`src/rtl/iob_ctrl.sv`:
```
// IO bus controller: routes one LSU access at a time to a peripheral slot, waits for its ready or a timeout.
// Response strobe two cycles after acceptance with ready high (one for decode errors); new requests only taken in IDLE.
module iob_ctrl #(
  parameter int NSLV = 4,
  parameter int TMO  = 16
) (
  input  logic               clk,
  input  logic               rst,
  input  logic               hs_ls4iob_val,
  input  logic [31:0]        i_adr,
  input  logic [31:0]        i_wdat,
  input  logic [3:0]         i_wen,
  output logic               hs_iob4ls_rdy,
  output logic [31:0]        o_rdat,
  output logic               o_err,
  output logic               o_busy,
  output logic [NSLV-1:0]    o_pv,
  output logic [11:0]        o_padr,
  output logic [31:0]        o_pwdat,
  output logic [3:0]         o_pwen,
  input  logic [NSLV-1:0]    i_prdy,
  input  logic [NSLV*32-1:0] i_prdat
);
  localparam int SW = $clog2(NSLV);
  localparam logic [31:0] ERR_DAT = 32'hDEAD_BEEF;

  typedef enum logic [1:0] {IDLE, ACC, RESP} state_t;

  state_t          state_q;
  logic [SW-1:0]   slot_q;
  logic [7:0]      cnt_q;
  logic            rdy_q;
  logic            err_q;
  logic            busy_q;
  logic [31:0]     rdat_q;
  logic [NSLV-1:0] pv_q;
  logic [11:0]     padr_q;
  logic [31:0]     pwdat_q;
  logic [3:0]      pwen_q;

  logic [SW-1:0]   req_slot;
  logic            req_dec_err;
  logic            sel_rdy;
  logic [31:0]     sel_dat;
  logic            unused_adr;

  assign req_slot    = i_adr[12 +: SW];
  assign req_dec_err = (i_adr[15:12] >> SW) != 4'd0;
  assign unused_adr  = ^i_adr[31:16];

  always_comb begin
    sel_rdy = 1'b0;
    sel_dat = 32'd0;
    for (int k = 0; k < NSLV; k++) begin
      if (slot_q == SW'(k)) begin
        sel_rdy = i_prdy[k];
        sel_dat = i_prdat[32*k +: 32];
      end
    end
  end

  always_ff @(posedge clk or posedge rst) begin
    if (rst) begin
      state_q <= IDLE;
      slot_q  <= '0;
      cnt_q   <= 8'd0;
      rdy_q   <= 1'b0;
      err_q   <= 1'b0;
      busy_q  <= 1'b0;
      rdat_q  <= 32'd0;
      pv_q    <= '0;
      padr_q  <= 12'd0;
      pwdat_q <= 32'd0;
      pwen_q  <= 4'd0;
    end else begin
      case (state_q)
        IDLE: begin
          if (hs_ls4iob_val) begin
            padr_q  <= i_adr[11:0];
            pwdat_q <= i_wdat;
            pwen_q  <= i_wen;
            slot_q  <= req_slot;
            cnt_q   <= 8'd0;
            busy_q  <= 1'b1;
            if (req_dec_err) begin
              state_q <= RESP;
              rdy_q   <= 1'b1;
              err_q   <= 1'b1;
              rdat_q  <= ERR_DAT;
            end else begin
              state_q <= ACC;
              pv_q    <= NSLV'(1) << req_slot;
            end
          end
        end
        ACC: begin
          // Ready is checked before the timeout so a late ready still returns data.
          if (sel_rdy) begin
            state_q <= RESP;
            pv_q    <= '0;
            rdy_q   <= 1'b1;
            err_q   <= 1'b0;
            rdat_q  <= (pwen_q == 4'd0) ? sel_dat : 32'd0;
          end else if (cnt_q == 8'(TMO - 1)) begin
            state_q <= RESP;
            pv_q    <= '0;
            rdy_q   <= 1'b1;
            err_q   <= 1'b1;
            rdat_q  <= ERR_DAT;
          end else begin
            cnt_q <= cnt_q + 8'd1;
          end
        end
        RESP: begin
          state_q <= IDLE;
          rdy_q   <= 1'b0;
          err_q   <= 1'b0;
          busy_q  <= 1'b0;
        end
        default: state_q <= IDLE;
      endcase
    end
  end

  assign hs_iob4ls_rdy = rdy_q;
  assign o_rdat        = rdat_q;
  assign o_err         = err_q;
  assign o_busy        = busy_q;
  assign o_pv          = pv_q;
  assign o_padr        = padr_q;
  assign o_pwdat       = pwdat_q;
  assign o_pwen        = pwen_q;

endmodule

```
`config.mk`:
```
export PLATFORM = sky130hd
export DESIGN_NAME = iob_ctrl
export DESIGN_NICKNAME = d
export VERILOG_FILES = /design/src/rtl/iob_ctrl.sv
export SDC_FILE = /design/constraint.sdc
export NUM_CORES = 1
export LEC_CHECK = 0
export CAP_MARGIN = 10
export CORE_AREA = 2 2 113 115
export CTS_BUF_LIST = sky130_fd_sc_hd__clkbuf_8
export CTS_CLUSTER_DIAMETER = 50
export DETAILED_ROUTE_END_ITERATION = 10
export DIE_AREA = 0 0 115 117
export GPL_TIMING_DRIVEN = 0
export PLACE_DENSITY = 0.83
export SYNTH_ARGS = -nofsm -noshare
export SYNTH_HDL_FRONTEND = slang
export SYNTH_SLANG_ARGS = --single-unit
```
`constraint.sdc`:
```
create_clock -name clk -period 6.6 [get_ports clk]
set_input_delay 1.32 -clock clk [delete_from_list [all_inputs] [get_ports clk]]
set_output_delay 1.32 -clock clk [all_outputs]
set_load 0.01 [all_outputs]
```
Word level (Yosys, flattened, before mapping) --
Index checks and enable logic that the tools add are counted.
Word-level totals: bits in registers 99, input port bits 203, output and inout bits 87
Operators by class: multiplexer cells 37, reduce and logical (&&, ||, !) cells 14, shifts and indexed selects 1, add/sub/neg operators 1, eq/ne operators 12
Operators with widths (count):
- $mux 32 | 9
- $pmux 32 s2 | 1
- $mux 8 | 3
- $mux 4 | 4
- $pmux 8 s2 | 1
- $reduce_and 4->1 | 4
- $mux 1 | 10
- $ne 2x2->1 const B | 5
- $add 8x1->8 const B | 1
- $eq 8x4->1 const B | 1
- $mux 2 | 4
- $pmux 4 s2 | 1
- $eq 2x2->1 const B | 3
- $pmux 1 s3 | 2
- $reduce_and 2->1 | 3
- $eq 2x1->1 const B | 2
- $logic_not 2->1 | 2
- $logic_not 4->1 | 1
- $pmux 2 s2 | 1
- $reduce_bool 2->1 | 2
- $reduce_bool 4->1 | 1
- $shl 1x2->4 const A | 1
- $ne 3x3->1 const B | 1
- $reduce_bool 3->1 | 1
- $pmux 1 s2 | 1

Longest topological paths before layout --
Gate-level depths: netlist of run 1.
depth after elaboration 8, mapped depth 7

Least setup slack after synthesis of run 1 --
OpenSTA, ideal clock, no wires.
kind input -> register, from in i_prdy[3], to reg rdat_q[0], in the netlist o_rdat[0], setup slack 3.904 ns, setup time 0.137 ns, buffers on the path 1, stages on the path 6, arrival time 2.558 ns, cell sequence mux4_2 -> a211o_1 -> nand2_4 -> inv_2 -> buf_6 -> a2bb2oi_1
On the way: longest elaborated chain between the ends 3
RTL lines:
- start: declaration | line 21 | input logic [NSLV-1:0] i_prdy,
- $mux 1 (*) | line 55 | if (slot_q == SW'(k)) begin
- $ne 3x3->1 (no line) or $mux 32 (tied branches)
- $reduce_and 4->1 (no line) or $pmux 32 s2 (tied branches)
- end signal: assignment | line 103 | rdat_q <= (pwen_q == 4'd0) ? sel_dat : 32'd0;
- end: declaration | line 35 | logic [31:0] rdat_q;
Mark *: on every way between the ends. The rest lies on a longest branch, timed or not. A chain may end at the register's enable or synchronous reset.

Final worst setup path of run 1 --
from in hs_ls4iob_val, to reg pwen_q[0], in the netlist o_pwen[0]
On the way: longest elaborated chain between the ends 1
RTL lines:
- start: declaration | line 9 | input logic hs_ls4iob_val,
- $reduce_and 2->1 (no line)
- end signal: assignment | line 81 | pwen_q <= i_wen;
- end: declaration | line 39 | logic [3:0] pwen_q;
Every way passes these cells.

==> impl_metrics.yaml, run 1 <==
power:
  clkPwrFrac_pct: 13.1
  p_int_mw: 1.89
  powerDensity_nw_per_um2: 375
  ir_drop_v: 0.000212
  pwr-share-comb_pct: 54.3
  switching_power_mw: 1.09
  swShare_pct: 36.6
  seqPwrFrac_pct: 32.5
  power.leakage_nw: 3.34
timing:
  finalCriticalPeriod_ns: 3.08
  setup_ws_ns: 3.52
  min_period_over_period_pct: 46.6
  hold_violations: 0
  skew_ns: 0.0121
  rsz0062_at_grt: "false"
  tns_ns: 0
  maxSlewViolCount: 0
  tightestPinTransition_ns: 1.04
  finalSetupViolCount: 0
  max_freq_mhz: 325
  slew_headroom_pct: 29.7
setup_path:
  start_kind: "input port"
  critPathBufInv: 3
  arrival_ns: 3.36
  cp_max_fo: 10
  slowest_delay_ns: 0.53
  cp_cell_sequence: "clkdlybuf4s50_1, nor3b_1, clkbuf_1, clkbuf_1, nand2_1, nand2_1"
  cp-end-kind: "flop"
  critPathKind: "in -> reg"
  cp.required_ns: 6.89
  crit_family: "buffers and inverters"
  slowest_stage: "clkdlybuf4s50_1"
drt:
  ant_nets: 0
  detail_route.wl_per_cell_um: 17.6
  drc: 0
  routed_wirelength_um: 15600
  dr.first_iter.drc_count: 234
  drt_pre_antenna_iters: 4
  viasPerCell: 5.17
  dr_total_vias: 4563
synthesis:
  synth_fa_ha_area_share_pct: 0.261
  synth_top_area_cell: "dfrtp_1"
  synth_compound_area_share_pct: 9.30
  synth_top_family_by_area: "simple AND/OR/NAND/NOR gates"
  synth_edf_count: 0
  synth_area_um2: 4790
  synth.top_cell.area_share_pct: 51.8
  ys_ff_latch: 99
  synth.most_common_cell: "nand2_1"
  ys_seq_area_share_pct: 51.8
  syn_area_per_cell_um2: 10.8
  ys_types: 44
  synthArstFlopShare_pct: 100
  synth_top_flop_cell: "dfrtp_1"
  ys_warn_count: 0
  synth_nets: 647
  yosys.area_share.simple_pct: 18.5
  synthMuxAreaShare_pct: 16.0
  netlist_top_cells_count: "nand2_1 (178), dfrtp_1 (99), mux4_2 (33)"
  synth-xor-area-share_pct: 0.549
  netlist_top_cells_area: "dfrtp_1 (52%), mux4_2 (16%), nand2_1 (14%)"
  syn_inst: 443
run:
  drv_cap: 0
floorplan:
  die_y_um: 117
  start_util_pct: 38.9
  coreArea_um2: 12300
  die_area_um2: 13500
  ioPinCount: 290
  fp-row-count: 41
  fp.dieW_um: 115
clocking:
  clk_path_buf_depth: 2
  cts_repair_resize_count: 0
  hold_buffers: 0
  cts_setup_buffers: 0
  cts_sinks: 99
  cts_tree: "done"
  clk_pin_slew_ns: 0.09
  htree_levels: 3
  clockRootBuffer: "clkbuf_8"
  cts_buffers: 9
  clk_latency_ns: 0.36
layout:
  fin_area_um2: 7930
  final_util_pct: 64.4
  drive_above_1_share_pct: 8.87
  nNetsFinal: 932
  final_cells: 883
  area_growth_pct: 65.7
  n_antenna_cell: 0
place:
  placed_cell_area_um2: 7740
  port_buffers: 273
  placed_cells: 867
  place_hpwl_um: 12300
  pre_cts_slack_ns: 3.21
  place.gp.congestion: 0.868
min_path:
  hp-class: "reg -> reg"
grt:
  busiest_layer: "met2"
  grt-ovfl-total: 0
  met2_usage_pct: 39.6
  use_met1_pct: 26.9
  grt_use_met3_pct: 6.75
  grt_usage_pct: 22.4
  antenna_found_initial: 0
  grt_pass1_vias: 4680
  grt_max_degree: 59
  grt_pass1_wl_um: 23300
run_status:
  status: "finished, final reports clean"
## power by group through the flow
stage                     combinational (mW)  sequential [mW]  clock, mW
after CTS                               1.63            0.969      0.402
after detailed placement                1.63            0.979          0
final                                   1.62            0.968      0.390
after global placement                  1.58            0.967          0
after global routing                    1.75            0.996      0.426
after floorplan                        0.776             1.06          0
## final timing paths
check / startpoint / to / cells past startpoint / slack (ns)
min in group asynchronous: rst / o_padr[9] / 2 / 1.36
setup reg to reg: state_q[1] / o_pwen[0] / 6 / 4.36
setup / recovery: hs_ls4iob_val / o_pwen[0] / 6 / 3.52
max in group asynchronous: rst / o_rdat[17] / 3 / 4.55
hold reg to reg: o_padr[0] / o_padr[0] / 2 / 0.48
hold / removal: o_padr[0] / o_padr[0] / 2 / 0.48
## logic make-up (layout without fill, tap and decap cells)
kind of cell	after synthesis	count (layout)
AOI/OAI and AO/OA	54	54
xor gates and xnor gates	3	3
adders and majority gates	1	1
buffers and inverters	38	328
DFF	99	99
muxes	35	35
and+or+nand+nor	213	213
## registers in the layout (all words and copies together), names as in the netlist
name / cells
hs_iob4ls_rdy: 1
o_err: 1
o_rdat: 32
state_q: 2
cnt_q: 8
o_pwdat: 32
o_busy: 1
o_pwen: 4
o_padr: 12
slot_q: 2
o_pv: 4
## worst reg2reg max path: stages (launching register included)
cell	delay (ns)
dfrtp_1	0.40
clkbuf_1	0.23
nor3b_1	0.47
clkbuf_1	0.46
clkbuf_1	0.41
nand2_1	0.12
nand2_1	0.08
## layout make-up
cell class / count / area, um2
Inverter: 7 / 28.8
Clock inverter: 6 / 57.6
Timing Repair Buffer: 274 / 2760
Sequential cell: 99 / 2480
Clock buffer: 10 / 138
Fill cell: 974 / 4380
Buffer: 31 / 151
Tap cell: 150 / 188
Multi-Input combinational cell: 306 / 2130
## stage by stage
| step | hold slack [ns] | power (mW) |
|---|---|---|
| 3_3_place_gp | 0.458 | 2.55 |
| 6_report | 0.481 | 2.98 |
| 4_1_cts | 0.485 | 3.01 |
| 3_5_place_dp | 0.462 | 2.61 |
| 5_1_grt | 0.507 | 3.17 |
| 2_1_floorplan | 0.486 | 1.84 |
## routing by layer
metal / up-vias / wire length, um
li1: 2109 / -
met1: 2256 / 6110
met2: 184 / 8060
met3: 14 / 1290
met4: 0 / 108
met5: - / 0
## placed cells by master, fill, tap and decap left out, drive strengths merged, types with 2 or more instances in the layout
cell type / Yosys / routed
a2bb2oi: 24 / 24
o21ai: 4 / 4
a211o: 2 / 2
xnor2: 3 / 3
nor2b: 2 / 2
a32o: 9 / 9
nand4: 2 / 2
nand3: 3 / 3
nand2b: 2 / 2
buf: 9 / 10
clkinvlp: 0 / 2
a21oi: 7 / 7
and2: 2 / 2
nor3: 5 / 5
nand2: 179 / 179
clkdlybuf4s50: 0 / 273
a22o: 2 / 2
mux4: 33 / 33
clkbuf: 22 / 32
inv: 7 / 9
nor4: 3 / 3
dfrtp: 99 / 99
or2: 2 / 2
nor2: 7 / 7
Power figures use the tool's default switching activity.
==> run 2, diff against run 1 <==
--- a/config.mk
+++ b/config.mk
@@ -6,13 +6,13 @@
 export NUM_CORES = 1
 export LEC_CHECK = 0
 export CAP_MARGIN = 10
-export CORE_AREA = 2 2 113 115
+export CORE_AREA = 2 2 120 122
 export CTS_BUF_LIST = sky130_fd_sc_hd__clkbuf_8
 export CTS_CLUSTER_DIAMETER = 50
 export DETAILED_ROUTE_END_ITERATION = 10
-export DIE_AREA = 0 0 115 117
+export DIE_AREA = 0 0 122 124
 export GPL_TIMING_DRIVEN = 0
-export PLACE_DENSITY = 0.83
+export PLACE_DENSITY = 0.78
 export SYNTH_ARGS = -nofsm -noshare
 export SYNTH_HDL_FRONTEND = slang
 export SYNTH_SLANG_ARGS = --single-unit
==> constraint.sdc (replaced) <==
create_clock -name clk -period 2.7 [get_ports clk]
set_input_delay 0.54 -clock clk [delete_from_list [all_inputs] [get_ports clk]]
set_output_delay 0.54 -clock clk [all_outputs]
set_load 0.01 [all_outputs]
==> run 2 against run 1 <==
Via count hardly changed. Count of clock-buffer cells in the layout stayed put. Final cell count increased by 3.5%. Hold slack improved by 0.0028 ns. Combinational power is 150% higher. Worst setup slack got worse by 3.1 ns. Routed wire length rose by 4.2%. Non-clock buffer count is 1 higher. Critical path depth increased by 1.
==> impl_metrics.yaml, run 2 (same netlist as run 1, synthesis figures left out) <==
run_status:
  status: "finished, final reports clean"
place:
  place_hpwl_um: 13000
  port_buffers: 273
  placed_cells: 898
  place.gp.congestion: 0.821
  pre_cts_slack_ns: 0.0645
drt:
  drc: 0
  drt_pre_antenna_iters: 6
  detail_route.wl_per_cell_um: 17.8
  viasPerCell: 4.99
  routed_wirelength_um: 16200
  ant_nets: 0
  dr_total_vias: 4560
  dr.first_iter.drc_count: 163
grt:
  grt_max_degree: 42
  antenna_found_initial: 0
  grt_pass1_wl_um: 24100
  grt_pass1_vias: 4834
  grt-ovfl-total: 0
  grt_usage_pct: 20.8
clocking:
  clk_latency_ns: 0.38
  clk_pin_slew_ns: 0.09
  htree_levels: 3
  clk_path_buf_depth: 2
  cts_buffers: 9
  hold_buffers: 0
  cts_repair_resize_count: 0
  cts_setup_buffers: 0
  cts_tree: "done"
  cts_sinks: 99
  clockRootBuffer: "clkbuf_8"
floorplan:
  fp.dieW_um: 122
  die_area_um2: 15100
  coreArea_um2: 13700
  die_y_um: 124
  ioPinCount: 290
  fp-row-count: 43
  start_util_pct: 34.9
power:
  power.total_mw: 7.32
  powerDensity_nw_per_um2: 916
  power.leakage_nw: 3.34
  ir_drop_v: 0.000458
setup_path:
  start_kind: "flop"
  startpoint: "slot_q[1]"
  arrival_ns: 2.50
  cp_max_fo: 10
  cp.required_ns: 2.93
  cp-end-kind: "flop"
  slowest_stage: "mux4_2"
  cp_cell_sequence: "clkbuf_1, mux4_2, a211o_1, nand2_4, inv_2, buf_6, a2bb2oi_1"
  slowest_delay_ns: 0.52
  critPathKind: "reg -> reg"
  rr_startpoint: "slot_q[1]"
layout:
  area_growth_pct: 66.9
  drive_above_1_share_pct: 9.26
  final_cells: 914
  final_cell_mix: "clkdlybuf4s50_1 (273), nand2_1 (178), dfrtp_1 (99)"
  fillCellCount: 1191
  nNetsFinal: 933
  n_antenna_cell: 0
  mostFrequentLayoutCell: "clkdlybuf4s50_1"
timing:
  rsz0062_at_grt: "false"
  holdWs_ns: 0.483
  finalCriticalPeriod_ns: 2.27
  maxSlewViolCount: 0
  max_freq_mhz: 440
  hold_violations: 0
  tightestPinTransition_ns: 0.981
  min_period_over_period_pct: 84.2
  tns_ns: 0
  finalSetupViolCount: 0
  setup_ws_ns: 0.428
  skew_ns: 0.0162
  slew_headroom_pct: 34.0
run:
  drv_cap: 0
min_path:
  hp-class: "reg -> reg"
  min-delay-start: "o_pwdat[12]"
[run 2: changes by cell type in the layout (fill, tap and decap cells not counted)]
cell and change:
buf_12 +2, clkinv_4 +2, inv_1 -2, buf_16 -1, clkinv_2 +1, inv_4 -1
[run 2: through the flow]
step / utilization [%] / area (um2)
4_1_cts: 58.2 / 7990
3_5_place_dp: 56.8 / 7790
5_1_grt: 58.2 / 7990
6_report: 58.2 / 7990
2_1_floorplan: - / 4790
3_3_place_gp: 56.5 / 7750
[run 2: final timing paths]
path,cells after the start,to,slack (ns)
max in group asynchronous,4,o_rdat[21],1.14
min,2,o_pwdat[12],0.48
min in group asynchronous,2,o_rdat[10],0.69
max,7,o_rdat[27],0.43
min reg2reg,2,o_pwdat[12],0.48
max reg2reg,7,o_rdat[27],0.43
[run 2: layout make-up]
cell class / count / area [um2] / area share, %
well taps: 180 / 225 / 2.82
plain buffers: 31 / 151 / 1.89
multi-input cells: 306 / 2130 / 26.7
inverters: 7 / 30.0 / 0.376
clock buffers: 10 / 138 / 1.72
flip-flops and latches: 99 / 2480 / 31.0
repair buffers: 275 / 2770 / 34.7
clock inverters: 6 / 65.1 / 0.814
[run 2: worst max-delay path: cells and delay by family (launching register included)]
family	cells	cell delay, ns
buffers and inverters	3	0.68
AOI/OAI and AO/OA	2	0.44
DFF	1	0.33
muxes	1	0.52
and+or+nand+nor	1	0.14
[run 2: layer usage]
| layer | up-vias | GRT usage (%) | share of wire [%] |
|---|---|---|---|
| li1 | 2116 | - | - |
| met1 | 2226 | 24.1 | 39 |
| met2 | 188 | 36.2 | 50 |
| met3 | 30 | 5.86 | 8.6 |
| met4 | 0 | 9.20 | 2.6 |
| met5 | - | 0 | 0 |
[run 2: where the power goes]
part,internal (mW),switching (mW)
combinational,2.12,1.85
clock,0.454,0.524
sequential,2.05,0.327
==> run 3, diff against run 2 <==
==> constraint.sdc (replaced) <==
create_clock -name clk -period 2 [get_ports clk]
set_input_delay 0.4 -clock clk [delete_from_list [all_inputs] [get_ports clk]]
set_output_delay 0.4 -clock clk [all_outputs]
set_load 0.01 [all_outputs]
==> run 3 against run 2 <==
Critical endpoint is now o_rdat[19]. Largest cell class unchanged. Power rose by 41%. Register-to-register slack lost 0.39 ns. Die area did not move. Routed wire length grew 3.2%. Critical path depth unchanged. Global-route usage is 0.26 points higher. Utilization up 1.5 points. Hold slack worse by 0.0016 ns. Worst setup slack lost 0.39 ns.
==> impl_metrics.yaml, run 3 (same netlist as run 1, synthesis figures left out) <==
drt:
  ant_nets: 0
  viasPerCell: 5.01
  drt_pre_antenna_iters: 4
  drc: 0
  detail_route.wl_per_cell_um: 18.2
  dr_total_vias: 4601
  dr.first_iter.drc_count: 206
  routed_wirelength_um: 16700
clocking:
  cts_buffers: 9
  cts_tree: "done"
  clk_pin_slew_ns: 0.09
  htree_levels: 3
  clk_path_buf_depth: 2
  cts_sinks: 99
  clockRootBuffer: "clkbuf_8"
  clk_latency_ns: 0.37
timing:
  tightestPinTransition_ns: 0.902
  maxSlewViolCount: 0
  finalCriticalPeriod_ns: 1.96
  hold_violations: 0
  skew_ns: 0.0142
  min_period_over_period_pct: 98.2
  slew_headroom_pct: 39.7
  max_freq_mhz: 509
  finalSetupViolCount: 0
  setup_ws_ns: 0.0355
  rsz0062_at_grt: "true"
floorplan:
  die_area_um2: 15100
  coreArea_um2: 13700
  start_util_pct: 34.9
  die_y_um: 124
  fp-row-count: 43
  ioPinCount: 290
  fp.dieW_um: 122
layout:
  multi_input_area_um2: 2210
  mostFrequentLayoutCell: "clkdlybuf4s50_1"
  seqCellArea_um2: 2480
  fillCellCount: 1165
  final_cells: 919
  drive_above_1_share_pct: 13.7
  area_growth_pct: 71.3
  n_antenna_cell: 0
  nNetsFinal: 938
  final_cell_mix: "clkdlybuf4s50_1 (273), nand2_1 (178), dfrtp_1 (98)"
setup_path:
  start_kind: "input port"
  crit_family: "buffers and inverters"
  r2r_slack_ns: 0.04
  critPathBufInv: 3
  cp_max_fo: 7
  rr_startpoint: "slot_q[0]"
  critPathCapture: "o_rdat[19]"
  arrival_ns: 2.21
  cp-end-kind: "flop"
  r2r-end: "o_rdat[19]"
  cp.required_ns: 2.25
  slowest_stage: "mux4_2"
  startpoint: "i_prdy[2]"
  path_depth: 7
  slowest_delay_ns: 0.58
  cp_cell_sequence: "clkdlybuf4s50_1, mux4_2, a211o_1, nand2_4, inv_8, clkbuf_16, a2bb2oi_2"
  critPathKind: "in -> reg"
  r2r_cells: 7
run_status:
  status: "finished, final reports clean"
place:
  pre_cts_slack_ns: -0.495
  placed_cells: 898
  port_buffers: 273
  place.gp.congestion: 0.821
  place_hpwl_um: 13000
grt:
  grt_pass1_vias: 4877
  grt-ovfl-total: 0
  antenna_found_initial: 0
  grt_pass1_wl_um: 24400
  grt_max_degree: 42
  grt_usage_pct: 21.1
power:
  power.leakage_nw: 3.45
  powerDensity_nw_per_um2: 1260
  ir_drop_v: 0.000604
run:
  drv_cap: 0
min_path:
  hp-class: "reg -> reg"
[run 3: worst min path at each step]
stage                     start           to  slack (ns)  cells past startpoint
floorplan             i_adr[12]      o_pv[2]        0.48                      1
finish              o_pwdat[12]  o_pwdat[12]        0.48                      2
global route        o_pwdat[10]  o_pwdat[10]        0.51                      2
global placement    o_pwdat[21]  o_pwdat[21]        0.46                      2
CTS                 o_pwdat[12]  o_pwdat[12]        0.48                      2
detailed placement  o_pwdat[12]  o_pwdat[12]        0.46                      2
[run 3: cell type report]
cell class,instances,share of cell area [%]
Clock inverter,6,0.794
Multi-Input combinational cell,306,27.0
Tap cell,180,2.75
Timing Repair Buffer,282,35.0
Clock buffer,10,1.68
Buffer,29,2.08
Inverter,7,0.458
Sequential cell,99,30.2
[run 3: tightest hold or removal path, delay by kind of cell, from the launching register on]
family	cells	cell delay [ns]
AND/OR/NAND/NOR	2	0.11
flip-flops	1	0.35
[run 3: where the power goes]
part / switching (mW) / total, mW / internal, mW
sequential: 0.508 / 3.27 / 2.76
clock: 0.706 / 1.32 / 0.613
combinational: 2.59 / 5.74 / 3.15
total: 3.81 / 10.3 / 6.53
[run 3: routing by layer]
metal	wire, um	vias up	global-route usage [%]
met4	405	0	9.55
met5	0	-	0
met1	6290	2263	24.3
met3	1530	27	5.95
met2	8510	183	36.5
li1	-	2128	-
[run 3: stage by stage]
stage          power (mW)  area [um2]  utilization [%]  hold WS (ns)  TNS (ns)
6_report             10.3        8200             59.8         0.482         0
5_1_grt              11.0        8200             59.8         0.509    -0.167
4_1_cts              10.1        8040             58.6         0.484         0
3_5_place_dp         8.65        7790             56.8         0.464    -38.01
3_3_place_gp         8.47        7750             56.5         0.459    -88.28
2_1_floorplan        6.07        4790                -         0.482         0
[run 3: repair_timing]
item / in CTS / in global routing
gates cloned: 0 / 2
endpoints found under the hold margin: 0 / 0
setup buffers: 5 / 1
endpoints found under the setup margin: 93 / 81
resized for setup: 6 / 39
pin swaps: 0 / 3
hold buffers: 0 / 0
==> variant 1: new RTL, flow settings as in run 1 <==
Set the parameter `NSLV` to 2 (it was 4).
--- a/src/rtl/iob_ctrl.sv
+++ b/src/rtl/iob_ctrl.sv
@@ -2,5 +2,5 @@
 // Response strobe two cycles after acceptance with ready high (one for decode errors); new requests only taken in IDLE.
 module iob_ctrl #(
-  parameter int NSLV = 4,
+  parameter int NSLV = 2,
   parameter int TMO  = 16
 ) (
Ports: changed (resized i_prdat, i_prdy and o_pv); port bits go from 290 to 222. The function was not compared with the original's and may differ.
==> variant 1 against run 1 <==
Setup slack improved by 0.16 ns. Clock skew rose by 0.00093 ns. Synthesized area fell by 3.1%. Count of clock-buffer cells in the layout fell by 1. Final area fell by 9.4%. Routed wire length fell by 21%. Total power fell by 13%. Sequential cell count fell by 3. Largest power group unchanged.
==> variant 1: results (changes against run 1) <==
Detailed routing
  • DR iter-0 viols: 130 (-44%)
  • Vias/cell: 5.057 (-2.1%)
  • Drt wl/cell: 16.98 um (-3.7%)

Place
  • Post-DP HPWL: 9.535 mm (-23%)
  • GP Congestion: 0.7834 (-9.7%)
  • Count of input and output buffers: 205 (-25%)

Synthesis
  • Synth Area in XOR/XNOR: 0% (-0.55 points)
  • Sequential fraction of the synthesis area: 51.79% (about the same)
  • Syn nets: 494 (-24%)
  • Post-Synth Adder-Cell Area: 1.079% (+0.82 points)
  • Ys Warns: 0 (unchanged)
  • Multiplexer share of the synthesized area: 29.97% (+14 points)
  • Area contributors post-synth: dfrtp_1 52%, mux2_2 13%, mux2_4 9.7%
  • Synth top cells by count: 96 x dfrtp_1, 52 x mux2_2, 37 x o21ai_0
  • Yosys cell types: 39 (-11%)
  • Compound-Gate Fraction of Synth Area: 7.418% (-1.9 points)
  • Number of synthesized register bits: 96 (-3.0%)

Final layout
  • Total of plain and repair buffers excluding clock buffers: 229 (-25%)
  • Multi-input comb cells: 226 (-26%)
  • Fill cells: 1015 (+4.2%)
  • Sequential cell area: 0.002402 mm^2 (-3.0%)
  • Post-layout nets: 711 (-24%)
  • Multi-input gate area: 0.002067 mm^2 (-3.1%)
  • ClkCell Share: 3.932% (+1.5 points)
  • Inverters, non-clock: 8 (+1)
  • Share of cells above drive strength 1: 19.83% (+11 points)
  • Non-clk buf share: 30.85% (-5.9 points)

STA
  • Worst Tran Pin Value: 0.7852 ns (-0.2594 ns)
  • Clock skew: 0.01302 ns (+0.0009289 ns)

GRT
  • GRT Total Usage: 18.19% (-4.2 points)
  • Vias in the first global route: 3920 (-16%)
  • First-pass GRT wire length: 19.24 mm (-17%)
  • Largest net degree at the start of global routing: 62 (+5.1%)
  • Initial antenna violation count: 0 (unchanged)

Power and ir drop
  • Worst IR Drop VDD: 0.1519 mV (-28%)
  • Clock share of power: 20.4% (+7.3 points)
  • Net Sw Power: 0.7992 mW (-27%)
  • Logic power comb: 1.19 mW (-27%)
  • Leakage: 2.927 nW (-12%)

Worst setup path
  • Critical path data arrival time: 3.18 ns (-0.18 ns)
  • Reg2reg path depth: 8 (+2)
  • R2R Path End: o_rdat[25]
  • R2r setup slk: 4.20 ns (-0.16 ns)
  • Worst path max stage delay: 0.49 ns (-0.04 ns)

Worst hold path
  • Hold EP: o_pwdat[8]
  • Hold_sp: o_pwdat[8]
  • Hold path cells: 1 (-1)

Clock tree
  • Clk_lat worst skew: 0.36 ns (about the same)

Run status
  • Outcome: complete, no violations
variant 1: cell types whose count changed after synthesis, sizes merged, moves of 5 or more:
cell / change
a32o: -9
mux2i: +34
clkbuf: -12
a21oi: -5
mux2: +81
nand2: -166
nor3: +5
mux4: -33
o21ai: +33
a2bb2oi: -22
variant 1: through the flow:
stage	area (um^2)	util, %	total power [mW]	std cells	hold WS (ns)
final	7191	58.40	2.597	725	0.5118
after global placement	6878	55.86	2.047	708	0.4882
after floorplan	4638	-	1.507	353	0.5030
after detailed placement	6908	56.11	2.093	709	0.4923
after global routing	7191	58.40	2.748	725	0.5228
after CTS	7191	58.40	2.632	725	0.5149
variant 1: kinds of logic after synthesis:
| kind of cell | count (synthesis) |
|---|---|
| flops | 96 |
| mux | 117 |
| fa+ha+maj | 4 |
| simple gates | 50 |
| buf+inv | 31 |
| compound gates | 55 |
variant 1: routing by layer:
layer | up-vias | global-route usage [%] | part of all wire, %
met3 | 19 | 3.965 | 6.6
li1 | 1714 | - | -
met2 | 129 | 34.08 | 53
met1 | 1804 | 20.40 | 39
met5 | - | 0 | 0
met4 | 0 | 6.426 | 1.6
variant 1: how the worst max path moves through the flow:
stage / from / endpoint / slack (ns) / cells after the start
after detailed placement: hs_ls4iob_val / o_pwen[0] / 3.30 / 5
after global routing: i_prdy[0] / o_rdat[12] / 3.55 / 6
after global placement: rst / o_pwdat[4] / 1.38 / 2
after CTS: hs_ls4iob_val / o_pwen[0] / 3.68 / 5
after floorplan: rst / cnt_q[0] / 2.77 / 1
final: i_prdy[0] / o_rdat[25] / 3.68 / 6
variant 1: worst register-to-register path: stages, from the launching register on:
cell      delay, ns
dfrtp_1        0.41
inv_1          0.09
ha_1           0.19
buf_2          0.23
inv_1          0.19
nor2_1         0.35
clkbuf_1       0.37
o21ai_0        0.18
mux2_4         0.29
==> variant 2: new RTL, config.mk and constraints of run 1 <==
Made on the original files. Encoding of `state_t`: now one-hot (3 bits for 3 states).
--- a/src/rtl/iob_ctrl.sv
+++ b/src/rtl/iob_ctrl.sv
@@ -25,5 +25,5 @@
   localparam logic [31:0] ERR_DAT = 32'hDEAD_BEEF;
 
-  typedef enum logic [1:0] {IDLE, ACC, RESP} state_t;
+  typedef enum logic [2:0] {IDLE = 3'b001, ACC = 3'b010, RESP = 3'b100} state_t;
 
   state_t          state_q;
Behaviour: no difference found for any inputs over 4 cycles, from zero or initial values and one cycle with rst high; so few cycles prove little.
==> variant 2 against run 1 <==
Maximum frequency shrank 2.2%. Setup slack lost 0.071 ns. Sequential cell count grew 1. Count of clock-buffer cells in the layout is the same. Final area grew 0.14%. Synthesized area grew 0.58%. Sequential power shrank 1%. First-iteration DRC count shrank 12%. Total power shrank 6.8%. Synthesized cell count grew 0.90%. Clock power shrank 7.4%. Sequential share of layout area grew 0.29 points. Critical path depth grew 2. Routed wire length shrank 0.28%. Highest routed layer unchanged.
==> variant 2: results (changes against run 1) <==
Synthesis
  • Yosys cell types: 41 (-6.8%)
  • Area contributors post-synth: dfrtp_1 51%, mux4_2 15%, nand2_1 14%
  • Syn nets: 651 (+0.62%)
  • Cells after synthesis: 447 (+0.90%)
  • Async SR Flop Fraction: 100.0% (unchanged)
  • Ys Warns: 0 (unchanged)
  • Sequential fraction of the synthesis area: 52.00% (+0.25 points)
  • Synth top cells by count: 180 x nand2_1, 99 x dfrtp_1, 33 x mux4_2
  • Area share of the largest cell type after synthesis: 51.46% (-0.30 points)
  • Dominant synthesized flop cell: dfrtp_1

Detailed routing
  • TritonRoute pass-1 iters: 4 (unchanged)
  • Vias/cell: 5.188 (+0.40%)
  • DR iter-0 viols: 206 (-12%)
  • Routed wire length: 15.53 mm (-0.28%)

Power and ir drop
  • Leakage: 3.312 nW (-0.89%)
  • Worst IR Drop VDD: 0.1946 mV (-8.0%)

STA
  • Clock skew: 0.008918 ns (-0.003170 ns)
  • Worst Tran Pin Value: 0.8536 ns (-0.1910 ns)

Worst setup path
  • Reg2reg start: slot_q[1]
  • Crit-path max FO: 10 (unchanged)
  • Crit path from: i_prdy[2]

GRT
  • GRT Total Usage: 22.38% (about the same)
  • Vias in the first global route: 4703 (+0.49%)
  • Initial antenna violation count: 0 (unchanged)
  • Total grt overflow: 0 (unchanged)
  • Largest net degree at the start of global routing: 66 (+12%)
  • First-pass GRT wire length: 23.34 mm (+0.15%)

Place
  • GP Congestion: 0.8340 (-3.9%)
  • Post-DP HPWL: 12.44 mm (+0.85%)
  • Count of input and output buffers: 273 (unchanged)
  • DP Cell Count: 871 (+0.46%)

Clock tree
  • Clock Tree Root: clkbuf_8
  • Post-CTS setup buffers: 0 (unchanged)
  • CTS max path bufs: 2 (unchanged)
  • Clk slew on worst S/H paths: 0.10 ns
  • CTS Buf Count: 9 (unchanged)
  • Post-CTS sizing: 0 (unchanged)
  • CTS HTree Levels: 3 (unchanged)
  • Clk_lat worst skew: 0.36 ns (about the same)

Worst hold path
  • Hold_sp: o_pwdat[16]
  • Worst Hold Class: flop to flop

Final layout
  • N_diodes: 0 (unchanged)
  • Post-Layout Cell Count: 887 (+0.45%)
  • Fill cells: 1003 (+3.0%)
  • Share of cells above drive strength 1: 8.412% (-0.46 points)
  • Post-layout nets: 936 (+0.43%)

Run status
  • Outcome: complete, no violations

Flow run
  • Total of max-cap violations: 0 (unchanged)
## variant 2: cell count changes after synthesis, sizes merged, moves of 4 or more
cell,delta
nor3,-5
buf,+4
o21ai,+4
or3,+4
## variant 2: path summary, 6_finish.rpt
path	slack (ns)	to	cells past startpoint
worst max-delay path	3.45	o_rdat[30]	8
worst min-delay path	0.48	o_pwdat[16]	2
worst max register to register	4.26	o_rdat[30]	8
worst min register to register	0.48	o_pwdat[16]	2
max in group asynchronous	4.59	state_q[0]	3
min in group asynchronous	1.32	o_pwdat[15]	2
## variant 2: metal layers
metal	vias to the layer above	part of all wire [%]	wire, um	track usage [%]
li1	2125	-	-	-
met5	-	0	0	0
met3	37	9.0	1402	6.025
met4	0	3.8	585	11.08
met1	2219	37	5755	25.11
met2	221	50	7784	39.53
## variant 2: through the flow
| step | worst slack (ns) | total power, mW | area (um^2) |
|---|---|---|---|
| floorplan | 2.663 | 1.707 | 4815 |
| global placement | 1.324 | 2.395 | 7735 |
| detailed placement | 3.054 | 2.434 | 7765 |
| CTS | 3.449 | 2.807 | 7944 |
| global route | 3.345 | 2.952 | 7944 |
| finish | 3.452 | 2.774 | 7944 |
## variant 2: layout make-up
cell class | count | share of cell area [%]
flip-flops and latches | 100 | 31.52
inverters | 8 | 0.4410
clock buffers | 10 | 1.733
well taps | 150 | 2.363
multi-input cells | 306 | 26.73
plain buffers | 33 | 1.953
repair buffers | 274 | 34.75
clock inverters | 6 | 0.5198
## variant 2: cells by family after synthesis
group	Yosys count	synth area share, %
adders and majority gates	1	0.2598
buffers and inverters	41	3.898
DFF	100	52.00
muxes	36	16.09
AOI/OAI and AO/OA	61	9.953
and+or+nand+nor	206	17.44
xor gates and xnor gates	2	0.3639
## variant 2: report_power, final
group,internal [mW],total (mW),leakage (nW),switching (mW)
registers,0.830,0.954,1.18,0.125
clock network,0.147,0.361,0.0897,0.214
logic,0.801,1.46,2.05,0.657
## variant 2: worst max-delay path, cell delays in order
cell,delay [ns]
clkdlybuf4s50_1,0.45
mux4_2,0.59
a211oi_1,0.30
a211o_1,0.19
buf_4,0.18
inv_4,0.07
buf_6,0.14
a2bb2oi_1,0.13
